$ cat config.mk
export PLATFORM = sky130hd
export DESIGN_NAME = dmem_arb_flat
export DESIGN_NICKNAME = d
export VERILOG_FILES = /design/src/rtl/dmem_arb_pkg.sv /design/src/rtl/dmem_arb_if.sv /design/src/rtl/dmem_arb_resp.sv /design/src/rtl/dmem_arb.sv /design/src/flat_wrapper.sv
export SDC_FILE = /design/constraint.sdc
export NUM_CORES = 1
export LEC_CHECK = 0
export ABC_AREA = 1
export CORE_AREA = 2 2 120 122
export CTS_CLUSTER_DIAMETER = 80
export DETAILED_ROUTE_END_ITERATION = 10
export DIE_AREA = 0 0 122 124
export SLEW_MARGIN = 10
export SYNTH_ARGS = -nofsm -noshare
export SYNTH_HDL_FRONTEND = slang
export SYNTH_SLANG_ARGS = --single-unit
$ cat constraint.sdc
create_clock -name clk -period 1.3 [get_ports clk]
set_input_delay 0.26 -clock clk [delete_from_list [all_inputs] [get_ports clk]]
set_output_delay 0.26 -clock clk [all_outputs]
set_load 0.02 [all_outputs]
$ cat src/rtl/dmem_arb_pkg.sv
// rtl/dmem_arb_pkg.sv - shared dmem op codes, owner encoding and response tag type
package dmem_arb_pkg;

    // Memory op codes presented by requesters and driven onto the shared dmem port
    localparam logic [2:0] MEM_OP_NONE = 3'd0;
    localparam logic [2:0] MEM_OP_LB   = 3'd1;
    localparam logic [2:0] MEM_OP_LH   = 3'd2;
    localparam logic [2:0] MEM_OP_LW   = 3'd3;
    localparam logic [2:0] MEM_OP_LBU  = 3'd4;
    localparam logic [2:0] MEM_OP_SB   = 3'd5;
    localparam logic [2:0] MEM_OP_SH   = 3'd6;
    localparam logic [2:0] MEM_OP_SW   = 3'd7;

    // Which requester a pending read response belongs to
    typedef enum logic {
        OWN_CPU = 1'b0,
        OWN_DBG = 1'b1
    } owner_e;

    // Tag for the single outstanding read (memory latency is one cycle)
    typedef struct packed {
        logic   valid;
        owner_e owner;
    } resp_tag_t;

    function automatic logic op_is_write(input logic [2:0] op);
        return (op == MEM_OP_SB) || (op == MEM_OP_SH) || (op == MEM_OP_SW);
    endfunction

    function automatic logic op_is_read(input logic [2:0] op);
        return (op != MEM_OP_NONE) && !op_is_write(op);
    endfunction

endpackage

$ cat src/rtl/dmem_arb_if.sv
// rtl/dmem_arb_if.sv - requester-side dmem access port
interface dmem_arb_if #(
    parameter int ADDR_W = 32,
    parameter int DATA_W = 32
);
    logic              req;
    logic [2:0]        op;
    logic [ADDR_W-1:0] addr;
    logic [DATA_W-1:0] wdata;
    logic              gnt;
    logic              rvalid;
    logic [DATA_W-1:0] rdata;

    // Requester side: presents the access, receives grant and read data
    modport master (
        output req, op, addr, wdata,
        input  gnt, rvalid, rdata
    );

    // Arbiter side
    modport slave (
        input  req, op, addr, wdata,
        output gnt, rvalid, rdata
    );
endinterface

$ cat src/rtl/dmem_arb_resp.sv
// rtl/dmem_arb_resp.sv - read response tag register and rvalid/rdata routing
module dmem_arb_resp
    import dmem_arb_pkg::*;
#(
    parameter int DATA_W = 32
) (
    input  logic              clk,
    input  logic              rst,
    input  logic              rd_issue,
    input  owner_e            rd_owner,
    input  logic [DATA_W-1:0] mem_rdata,
    output logic              cpu_rvalid,
    output logic              dbg_rvalid,
    output logic [DATA_W-1:0] cpu_rdata,
    output logic [DATA_W-1:0] dbg_rdata
);

    resp_tag_t tag_q;
    resp_tag_t tag_d;

    // Load the tag on every granted read; a new read can follow immediately
    always_comb begin
        tag_d.valid = rd_issue;
        tag_d.owner = rd_issue ? rd_owner : tag_q.owner;
    end

    // Tag register; reset drops any read issued just before reset
    always_ff @(posedge clk) begin
        if (rst) begin
            tag_q <= '{valid: 1'b0, owner: OWN_CPU};
        end else begin
            tag_q <= tag_d;
        end
    end

    // Route the returning data to exactly the requester that issued the read
    always_comb begin
        cpu_rvalid = !rst && tag_q.valid && (tag_q.owner == OWN_CPU);
        dbg_rvalid = !rst && tag_q.valid && (tag_q.owner == OWN_DBG);
        cpu_rdata  = mem_rdata;
        dbg_rdata  = mem_rdata;
    end

endmodule

$ cat src/rtl/dmem_arb.sv
// rtl/dmem_arb.sv - CPU/debug arbiter in front of the shared data memory port
module dmem_arb
    import dmem_arb_pkg::*;
#(
    parameter int ADDR_W     = 32,
    parameter int DATA_W     = 32,
    parameter int STARVE_LIM = 4
) (
    input  logic              clk,
    input  logic              rst,
    dmem_arb_if.slave         cpu,
    dmem_arb_if.slave         dbg,
    output logic              cpu_stall,
    output logic [2:0]        mem_op,
    output logic [ADDR_W-1:0] mem_addr,
    output logic [DATA_W-1:0] mem_wdata,
    input  logic [DATA_W-1:0] mem_rdata
);

    localparam int SCW = $clog2(STARVE_LIM + 1);

    logic [SCW-1:0]    starve_cnt_q;
    logic [SCW-1:0]    starve_cnt_d;
    logic              cpu_valid;
    logic              dbg_valid;
    logic              starved;
    logic              dbg_win;
    logic              cpu_gnt;
    logic              dbg_gnt;
    logic              rd_issue;
    owner_e            rd_owner;
    logic              cpu_rvalid;
    logic              dbg_rvalid;
    logic [DATA_W-1:0] cpu_rdata;
    logic [DATA_W-1:0] dbg_rdata;

    // Qualify requests and pick a winner: CPU first unless debug has waited too long
    always_comb begin
        cpu_valid = cpu.req && (cpu.op != MEM_OP_NONE);
        dbg_valid = dbg.req && (dbg.op != MEM_OP_NONE);
        starved   = (starve_cnt_q >= SCW'(STARVE_LIM));
        dbg_win   = dbg_valid && (!cpu_valid || starved);
        cpu_gnt   = !rst && cpu_valid && !dbg_win;
        dbg_gnt   = !rst && dbg_win;
        cpu_stall = !rst && cpu_valid && !cpu_gnt;
    end

    // Drive the shared port from the granted requester in the same cycle
    always_comb begin
        mem_op    = MEM_OP_NONE;
        mem_addr  = cpu.addr;
        mem_wdata = cpu.wdata;
        if (dbg_gnt) begin
            mem_op    = dbg.op;
            mem_addr  = dbg.addr;
            mem_wdata = dbg.wdata;
        end else if (cpu_gnt) begin
            mem_op = cpu.op;
        end
    end

    // Count consecutive cycles the debug request is denied, saturating at the limit
    always_comb begin
        starve_cnt_d = '0;
        if (dbg_valid && !dbg_gnt) begin
            starve_cnt_d = starved ? starve_cnt_q : starve_cnt_q + SCW'(1);
        end
    end

    // Starvation counter register
    always_ff @(posedge clk) begin
        if (rst) begin
            starve_cnt_q <= '0;
        end else begin
            starve_cnt_q <= starve_cnt_d;
        end
    end

    // Note which requester owns a read issued this cycle
    always_comb begin
        rd_issue = (cpu_gnt && op_is_read(cpu.op)) || (dbg_gnt && op_is_read(dbg.op));
        rd_owner = dbg_gnt ? OWN_DBG : OWN_CPU;
    end

    dmem_arb_resp #(
        .DATA_W (DATA_W)
    ) u_resp (
        .clk        (clk),
        .rst        (rst),
        .rd_issue   (rd_issue),
        .rd_owner   (rd_owner),
        .mem_rdata  (mem_rdata),
        .cpu_rvalid (cpu_rvalid),
        .dbg_rvalid (dbg_rvalid),
        .cpu_rdata  (cpu_rdata),
        .dbg_rdata  (dbg_rdata)
    );

    assign cpu.gnt    = cpu_gnt;
    assign dbg.gnt    = dbg_gnt;
    assign cpu.rvalid = cpu_rvalid;
    assign dbg.rvalid = dbg_rvalid;
    assign cpu.rdata  = cpu_rdata;
    assign dbg.rdata  = dbg_rdata;

endmodule
$ cat src/flat_wrapper.sv
// flat-port wrapper written by rule: the top's interface ports become plain ports
module dmem_arb_flat import dmem_arb_pkg::*;
#(
    parameter int ADDR_W     = 32,
    parameter int DATA_W     = 32,
    parameter int STARVE_LIM = 4
)
  (clk, rst, cpu_stall, mem_op, mem_addr, mem_wdata, mem_rdata, cpu_req, cpu_op, cpu_addr, cpu_wdata, cpu_gnt, cpu_rvalid, cpu_rdata, dbg_req, dbg_op, dbg_addr, dbg_wdata, dbg_gnt, dbg_rvalid, dbg_rdata);
  dmem_arb_if #(.ADDR_W(ADDR_W), .DATA_W(DATA_W)) cpu_i ();
  dmem_arb_if #(.ADDR_W(ADDR_W), .DATA_W(DATA_W)) dbg_i ();
  input  logic clk;
  input  logic rst;
  output logic cpu_stall;
  output logic [2:0] mem_op;
  output logic [ADDR_W-1:0] mem_addr;
  output logic [DATA_W-1:0] mem_wdata;
  input  logic [DATA_W-1:0] mem_rdata;
  input wire logic [$bits(cpu_i.req)-1:0] cpu_req;
  input wire logic [$bits(cpu_i.op)-1:0] cpu_op;
  input wire logic [$bits(cpu_i.addr)-1:0] cpu_addr;
  input wire logic [$bits(cpu_i.wdata)-1:0] cpu_wdata;
  output wire logic [$bits(cpu_i.gnt)-1:0] cpu_gnt;
  output wire logic [$bits(cpu_i.rvalid)-1:0] cpu_rvalid;
  output wire logic [$bits(cpu_i.rdata)-1:0] cpu_rdata;
  input wire logic [$bits(dbg_i.req)-1:0] dbg_req;
  input wire logic [$bits(dbg_i.op)-1:0] dbg_op;
  input wire logic [$bits(dbg_i.addr)-1:0] dbg_addr;
  input wire logic [$bits(dbg_i.wdata)-1:0] dbg_wdata;
  output wire logic [$bits(dbg_i.gnt)-1:0] dbg_gnt;
  output wire logic [$bits(dbg_i.rvalid)-1:0] dbg_rvalid;
  output wire logic [$bits(dbg_i.rdata)-1:0] dbg_rdata;
  assign cpu_i.req = cpu_req;
  assign cpu_i.op = cpu_op;
  assign cpu_i.addr = cpu_addr;
  assign cpu_i.wdata = cpu_wdata;
  assign cpu_gnt = cpu_i.gnt;
  assign cpu_rvalid = cpu_i.rvalid;
  assign cpu_rdata = cpu_i.rdata;
  assign dbg_i.req = dbg_req;
  assign dbg_i.op = dbg_op;
  assign dbg_i.addr = dbg_addr;
  assign dbg_i.wdata = dbg_wdata;
  assign dbg_gnt = dbg_i.gnt;
  assign dbg_rvalid = dbg_i.rvalid;
  assign dbg_rdata = dbg_i.rdata;
  dmem_arb #(.ADDR_W(ADDR_W), .DATA_W(DATA_W), .STARVE_LIM(STARVE_LIM)) u_core (.clk(clk), .rst(rst), .cpu(cpu_i), .dbg(dbg_i), .cpu_stall(cpu_stall), .mem_op(mem_op), .mem_addr(mem_addr), .mem_wdata(mem_wdata), .mem_rdata(mem_rdata));
endmodule
After elaboration in Yosys (flattened, before gate mapping)
Index checks and enable logic that the tools add are counted.
{"block": "op_classes", "n_eq_ne": 6, "muxes": 5, "reduce_logical": 31, "bitwise_logic": 2, "n_lt_le_gt_ge": 1, "n_addsub": 1}
{"cell": "two-way mux 32 bit", "n": 2}
{"cell": "equality test 3 bit (second input constant)", "n": 6}
{"cell": "logical AND 1 bit", "n": 15}
{"cell": "zero test 1 bit", "n": 7}
{"cell": "logical OR 1 bit", "n": 6}
{"cell": "two-way mux 3 bit", "n": 2}
{"cell": "nonzero test 3 bit", "n": 2}
{"cell": "adder 3 x 1 -> 3 bit (second input constant)", "n": 1}
{"cell": ">= comparator 3 bit (second input constant)", "n": 1}
{"cell": "NOT 1 bit", "n": 2}
{"cell": "OR reduction 2 bit", "n": 1}
{"cell": "two-way mux 1 bit", "n": 1}
{"block": "totals", "out_inout_bits": 136, "regBits": 5, "word_cells": 49}

Logic depth before layout (Yosys ltp)
Gate-level depths: netlist of run 1.
{"block": "logic_depth", "word_depth": 10, "ltp_mapped": 10, "depth_no_buf": 9}

Hierarchy
From an unflattened synthesis of run 1, not the netlist that was laid out.
{"block": "hier_totals", "cells_unflattened": 337, "area_unflattened_um2": 1804.2}
{"mod": "dmem_arb", "seq_area_each_um2": 60.1, "cells_each": 259, "n_inst": 1, "area_per_inst_um2": 1233.7}
{"mod": "dmem_arb_resp", "seq_area_each_um2": 40.0, "cells_each": 78, "n_inst": 1, "area_per_inst_um2": 570.5}

Worst setup path after synthesis of run 1
OpenSTA, ideal clock, no wires.
{"block": "synth_timing", "path_type": "in2out", "startpoint": "input port dbg_op[2]", "endpoint": "output port mem_wdata[22]", "cell_stages": 9, "slack_ns": -0.106, "path_buffers": 1, "t_arrival_ns": 1.146, "cell_sequence": "inv_1 -> nand2_1 -> nand2_1 -> nor2_2 -> nand2_4 -> inv_2 -> buf_2 -> nand2_1 -> nand2_1"}
{"block": "synth_via", "elab_chain_cells": 5}
{"element": "start: declaration", "line": "flat_wrapper.sv:26", "source": "input wire logic [$bits(dbg_i.op)-1:0] dbg_op;"}
{"element": "nonzero test 3 bit", "line": "dmem_arb.sv:40", "source": "dbg_valid = dbg.req && (dbg.op != MEM_OP_NONE);"}
{"element": "logical AND 1 bit", "line": "dmem_arb.sv:40"}
{"element": "logical AND 1 bit", "line": "dmem_arb.sv:42", "source": "dbg_win = dbg_valid && (!cpu_valid || starved);"}
{"element": "logical AND 1 bit", "line": "dmem_arb.sv:44", "source": "dbg_gnt = !rst && dbg_win;"}
{"element": "via dbg_gnt", "line": "flat_wrapper.sv:29", "source": "output wire logic [$bits(dbg_i.gnt)-1:0] dbg_gnt;"}
{"element": "two-way mux 32 bit", "line": "dmem_arb.sv:53", "source": "if (dbg_gnt) begin"}
{"element": "end: declaration", "line": "flat_wrapper.sv:16", "source": "output logic [DATA_W-1:0] mem_wdata;"}
The timed path passes the listed nets, and every way through them passes these cells.

Worst setup path in the final report of run 1
{"block": "layout_timing", "startpoint": "input port cpu_op[2]", "endpoint": "output port mem_wdata[14]"}
{"block": "layout_via", "elab_chain_cells": 7}
{"element": "start: declaration", "line": "flat_wrapper.sv:19", "source": "input wire logic [$bits(cpu_i.op)-1:0] cpu_op;"}
{"element": "nonzero test 3 bit", "line": "dmem_arb.sv:39", "source": "cpu_valid = cpu.req && (cpu.op != MEM_OP_NONE);"}
{"element": "logical AND 1 bit", "line": "dmem_arb.sv:39"}
{"element": "zero test 1 bit", "line": "dmem_arb.sv:42"}
{"element": "logical OR 1 bit", "line": "dmem_arb.sv:42"}
{"element": "logical AND 1 bit", "line": "dmem_arb.sv:42"}
{"element": "logical AND 1 bit", "line": "dmem_arb.sv:44"}
{"element": "two-way mux 32 bit", "line": "dmem_arb.sv:53"}
No other way between the ends.

==> flow_metrics.py, run 1 <==
metrics = {
    "placed_design": {
        "port_buffers": 209,
        "dp_hpwl_mm": 6.37,
        "place_congestion": 0.772,
        "dp_slack_ns": -1.30,
        "place_area_sq_um": 3750,
        "place_inst": 654,
    },
    "setup_path": {
        "slowest_delay_ns": 0.18,
        "path_buf_inv": 6,
        "cpMostUsedCell": "nand2_2",
        "cp.required_ns": 1.04,
        "crit_fanout": 5,
        "cp.arrival_ns": 1.44,
        "start_kind": "input port",
        "cp-end-kind": "primary output",
        "critPathSlowestCell": "clkdlybuf4s15_1",
        "worstSetupPathType": "input port to primary output",
        "worstPathCellList": "clkdlybuf4s15_1, inv_2, nand2_2, nand3_4, nand2_8, buf_12, buf_12, buf_6, nand2_2, nand2_2, buf_6",
        "crit_family": "buffers and inverters",
    },
    "outcome": {
        "outcome": "complete, but fails checks",
        "violations": "negative setup slack",
    },
    "grt": {
        "grt_pass1_wl_mm": 13.3,
        "grt_use_total_pct": 11.3,
        "antenna_found_initial": 1,
        "grt_max_degree": 18,
        "first_global_vias": 2678,
        "gr-total-overflow": 0,
    },
    "yosys": {
        "netlist_instances": 327,
        "synth_area_sq_um": 1660,
        "synth.avg_cell_area_sq_um": 5.09,
        "synth_cell_types": 18,
        "ys_ff_latch": 5,
        "syn_nets": 499,
        "synth_seq_area_share_pct": 6.02,
        "yosysWarnings": 0,
    },
    "power_and_ir_drop": {
        "p_leak_nw": 2.32,
        "peakVddDrop_mv": 0.522,
        "cellPowerDensity_nw_per_um2": 509,
    },
    "clock_tree": {
        "cts_buffer_depth": 2,
        "tritoncts": "done",
        "cts.clk_slew.worst_paths_ns": 0.03,
        "hold_buffers": 0,
        "ctsHtreeMaxLevel": 1,
        "cts_buffers": 3,
        "cts_root_buf": "clkbuf_16",
        "clock_latency_ns": 0.23,
        "clock_sinks": 5,
    },
    "route": {
        "totalWireLength_mm": 9.71,
        "drt_iter0_drc": 36,
        "via_per_inst": 3.80,
        "wl_met1_mm": 3.18,
        "firstDrtPassIters": 3,
        "drc": 0,
        "dr_wl_met3_mm": 1.15,
        "top_layer_used": "met5",
        "num_vias": 2604,
        "wl_per_cell_microns": 14.2,
        "ant_nets": 0,
        "met2RoutedLength_mm": 5.20,
    },
    "timing": {
        "setup_viol": 70,
        "max_slew.worst_pin.slew_ns": 0.201,
        "skew_ns": 0.000997,
        "period_share_pct": 131,
        "hold_viol": 0,
        "fin_crit_ns": 1.70,
        "rsz0062_at_grt": "true",
        "setup_tns_ns": -24.18,
        "fmax_mhz": 587,
        "worst_slack_ns": -0.402,
        "slew-limit-headroom_pct": 86.5,
        "slew_viol_final": 0,
    },
    "worst_hold_path": {
        "hold_path_class": "flip-flop to flip-flop",
    },
    "floorplanning": {
        "core_region_area_sq_um": 13700,
        "dieHeight_microns": 124,
        "start_util_pct": 12.1,
        "die_w_microns": 122,
        "num_rows": 43,
        "die_area_sq_um": 15100,
        "io_pins": 306,
    },
    "final_layout": {
        "syn_to_final_growth_pct": 185,
        "seq_area_sq_um": 101,
        "design_area_sq_um": 4740,
        "fin_cells": 685,
        "layout.nets": 678,
        "post-route-util_pct": 34.5,
        "num-fill-cells": 1424,
        "antenna_cells": 0,
        "drive_gt1_share_pct": 53.3,
        "multi_input_area_sq_um": 1510,
    },
    "flow_run": {
        "drv_cap": 0,
    },
}
metrics by stage:
step	hold slack, ns	power, mW
2_1_floorplan	0.417	1.02
3_3_place_gp	0.429	1.56
3_5_place_dp	0.441	1.57
4_1_cts	0.449	2.36
5_1_grt	0.469	2.54
6_report	0.444	2.41
area by class of cell:
class / count / area share [%]
timing repair buffer: 252 / 58.2
multi-input combinational: 231 / 32.0
tap: 180 / 4.75
sequential: 5 / 2.14
clock buffer: 4 / 1.66
inverter: 13 / 1.29
path summary, 6_finish.rpt:
| kind | start | end | slack [ns] | cells after the start |
|---|---|---|---|---|
| worst min register to register | u_core.starve_cnt_q[0] | u_core.starve_cnt_q[0] | 0.44 | 1 |
| worst max register to register | u_core.starve_cnt_q[2] | u_core.u_resp.tag_q[0] | 0.13 | 10 |
| worst min-delay path | u_core.starve_cnt_q[0] | u_core.starve_cnt_q[0] | 0.44 | 1 |
| worst max-delay path | cpu_op[2] | mem_wdata[14] | -0.40 | 11 |
placed cells by master (no fill, tap or decap), drive strengths merged:
cell	netlist	layout
a21boi	1	1
a21oi	1	1
buf	78	119
clkbuf	0	6
clkdlybuf4s15	0	2
clkdlybuf4s50	0	128
dfxtp	5	5
dlygate4sd2	0	1
ha	2	2
inv	13	13
nand2	210	210
nand3	5	5
nor2	7	7
nor3	2	2
o22ai	1	1
xor2	2	2
cell usage after synthesis:
cell type / number / area [sq um]
nand2_1: 209 / 785
buf_4: 65 / 488
inv_1: 12 / 45.0
buf_2: 8 / 40.0
buf_6: 5 / 56.3
dfxtp_1: 5 / 100
nand3_1: 4 / 20.0
nor2_1: 4 / 15.0
nor2_2: 3 / 18.8
ha_1: 2 / 25.0
nor3_1: 2 / 10.0
xor2_1: 2 / 17.5
a21boi_0: 1 / 7.51
a21oi_1: 1 / 5.00
inv_2: 1 / 3.75
nand2_4: 1 / 11.3
nand3_2: 1 / 10.0
o22ai_1: 1 / 6.26
worst reg2reg max path: stages (launching register included):
cell and delay (ns):
dfxtp_2 0.31, inv_2 0.07, nand3_4 0.11, buf_6 0.15, nand2_4 0.06, buf_4 0.12
nand3_4 0.07, nand2_2 0.07, inv_1 0.03, nand2_1 0.05, inv_1 0.03
per-layer routing:
| layer | global-route usage (%) | up-vias |
|---|---|---|
| li1 | - | 1264 |
| met1 | 10.9 | 1146 |
| met2 | 22.5 | 169 |
| met3 | 4.49 | 23 |
| met4 | 2.23 | 2 |
| met5 | 0 | - |
where the power goes:
part / switching [mW] / internal, mW
clock network: 0.0989 / 0.406
registers: 0.00383 / 0.162
logic: 0.765 / 0.976
logic make-up after synthesis:
kind of cell / Yosys count / share of synthesized area [%]
simple gates: 224 / 52.3
compound gates: 3 / 1.13
flops: 5 / 6.02
xor+xnor: 2 / 1.05
fa+ha+maj: 2 / 1.50
buf+inv: 91 / 38.0
sequential cells by signal (all words and copies together) (netlist names):
signal / flops
u_core.u_resp.tag_q: 2
u_core.starve_cnt_q: 3
timing repair:
action | CTS | global route
gates resized for setup | 539 | 41
setup endpoints to repair | 77 | 73
setup buffers | 17 | 3
pin swaps | 15 | 14
gates cloned | 9 | 2
No activity file was read; power rests on OpenSTA's default activity.
==> run 2, diff against run 1 <==
==> constraint.sdc (replaced) <==
create_clock -name clk -period 1.7 [get_ports clk]
set_input_delay 0.34 -clock clk [delete_from_list [all_inputs] [get_ports clk]]
set_output_delay 0.34 -clock clk [all_outputs]
set_load 0.02 [all_outputs]
==> run 2 against run 1 <==
  * The run still ends with negative setup slack left
  * Die area is the same
  * Sequential cell count is the same
  * Routed wire length shrank 2.6%
  * Clock-buffer cell count is the same
  * Cell area shrank 1.8%
  * Critical path type unchanged
==> flow_metrics.py, run 2 (synthesized netlist as in run 1, its figures left out) <==
metrics = {
    "timing": {
        "rsz0062_at_grt": "true",
        "fin_crit_ns": 1.85,
        "fmax_mhz": 539,
        "max_slew.worst_pin.slew_ns": 0.310,
        "period_share_pct": 109,
        "hold_viol": 0,
        "setup_viol": 65,
        "slew-limit-headroom_pct": 79.3,
        "slew_viol_final": 0,
        "hold_ws_ns": 0.446,
        "worst_slack_ns": -0.155,
        "skew_ns": 0.00119,
    },
    "final_layout": {
        "antenna_cells": 0,
        "layout.nets": 682,
        "syn_to_final_growth_pct": 180,
        "largest-register": "u_core.starve_cnt_q",
        "largest_register_ff_count": 3,
        "fin_cells": 689,
        "top_regs": "u_core.starve_cnt_q: 3 flops, u_core.u_resp.tag_q: 2 flops",
        "most-common-layout-cells": "clkdlybuf4s50_1, nand2_1, buf_6, nand2_2, nand2_4",
        "drive_gt1_share_pct": 44.6,
        "final_common_cell": "clkdlybuf4s50_1",
    },
    "outcome": {
        "outcome": "complete, but fails checks",
        "violations": "negative setup slack",
    },
    "floorplanning": {
        "die_w_microns": 122,
        "die_area_sq_um": 15100,
        "num_rows": 43,
        "dieHeight_microns": 124,
        "io_pins": 306,
        "start_util_pct": 12.1,
        "core_region_area_sq_um": 13700,
    },
    "clock_tree": {
        "clock_sinks": 5,
        "clock_latency_ns": 0.23,
        "cts_buffers": 3,
        "cts_root_buf": "clkbuf_16",
        "ctsHtreeMaxLevel": 1,
        "hold_buffers": 0,
        "cts_buffer_depth": 2,
        "cts.clk_slew.worst_paths_ns": 0.03,
        "tritoncts": "done",
    },
    "grt": {
        "antenna_found_initial": 0,
        "gr-total-overflow": 0,
        "grt_use_total_pct": 10.9,
        "grt_max_degree": 22,
        "first_global_vias": 2523,
        "grt_pass1_wl_mm": 12.6,
    },
    "setup_path": {
        "cp.required_ns": 1.36,
        "worstSetupPathType": "input port to primary output",
        "crit_fanout": 5,
        "start_kind": "input port",
        "reg2reg_depth": 10,
        "rrSetupSlack_ns": 0.50,
        "r2r-start": "u_core.starve_cnt_q[2]",
        "cp-end-kind": "primary output",
        "worstReg2RegEnd": "u_core.u_resp.tag_q[0]",
        "cp.arrival_ns": 1.51,
    },
    "worst_hold_path": {
        "min_to": "u_core.starve_cnt_q[0]",
        "hold_path_class": "flip-flop to flip-flop",
        "min-delay-start": "u_core.starve_cnt_q[0]",
        "whs_path_depth": 1,
    },
    "route": {
        "ant_nets": 0,
        "drt_iter0_drc": 29,
        "num_vias": 2572,
        "totalWireLength_mm": 9.46,
        "wl_per_cell_microns": 13.7,
        "via_per_inst": 3.73,
        "drc": 0,
        "firstDrtPassIters": 4,
    },
    "power_and_ir_drop": {
        "power_frac_seq_pct": 7.0,
        "finalPower_mw": 1.82,
        "power_frac_comb_pct": 71.8,
        "p_leak_nw": 2.27,
        "cellPowerDensity_nw_per_um2": 392,
        "p_int_mw": 1.18,
        "p_clk_share_pct": 21.2,
        "peakVddDrop_mv": 0.255,
        "p_sw_uw": 641,
        "sw_frac_of_total_pct": 35.2,
    },
    "placed_design": {
        "dp_hpwl_mm": 5.81,
        "place_inst": 657,
        "port_buffers": 209,
        "place_congestion": 0.677,
    },
    "flow_run": {
        "drv_cap": 0,
    },
}
## run 2: changes by cell type in the layout (fill, tap and decap cells not counted), moves of 2 or more
cell,delta
buf_12,+2
buf_4,-5
buf_2,-4
buf_8,+2
buf_6,+12
nand2_1,+42
nand2_2,-41
buf_16,-2
## run 2: worst max path at each step
stage | startpoint | to
after global routing | dbg_op[0] | mem_addr[11]
after detailed placement | dbg_op[0] | mem_addr[27]
after floorplan | dbg_op[2] | mem_wdata[22]
final | cpu_op[0] | mem_wdata[7]
after global placement | dbg_op[0] | mem_wdata[20]
after CTS | cpu_op[0] | mem_addr[2]
## run 2: per-layer routing
layer,up-vias,GRT usage (%),routed length [microns]
met3,21,3.53,1070
li1,1276,-,-
met4,0,3.38,180
met5,-,0,0
met2,169,20.8,4990
met1,1106,11.3,3220
## run 2: final cells by class
cell class                 instances  area, sq um
fill                            1445         9070
timing repair buffer             256         2820
multi-input combinational        231         1370
tap                              180          225
sequential                         5          101
clock buffer                       4         78.8
inverter                          13         63.8
## run 2: critical path: stages
cell     delay [ns]
buf_6          0.10
nor2_4         0.10
nand2_2        0.08
nand3_4        0.12
nand2_8        0.10
buf_12         0.16
buf_8          0.13
buf_16         0.14
nand2_4        0.05
nand2_2        0.05
buf_6          0.12
## run 2: metrics by stage
stage / cell area, sq um / setup TNS [ns] / worst slack, ns / utilization [%]
after floorplan: 1660 / 0 / 0.134 / -
after global placement: 3580 / -69.44 / -1.03 / 26.1
after detailed placement: 3580 / -68.66 / -1.03 / 26.1
after CTS: 4460 / -6.47 / -0.190 / 32.5
after global routing: 4650 / -9.74 / -0.213 / 33.9
final: 4650 / -5.22 / -0.155 / 33.9
## run 2: power groups by stage
stage	registers, mW	logic [mW]	clock network [mW]
after floorplan	0.128	0.590	0
after global placement	0.128	1.01	0
after detailed placement	0.128	1.01	0
after CTS	0.127	1.25	0.395
after global routing	0.127	1.39	0.399
final	0.127	1.31	0.387
## run 2: what timing repair did
| action | in CTS | in global routing |
|---|---|---|
| pin swaps | 21 | 24 |
| gates cloned | 12 | 1 |
| setup buffers | 19 | 2 |
| endpoints found under the setup margin | 72 | 69 |
| gates resized for setup | 547 | 85 |
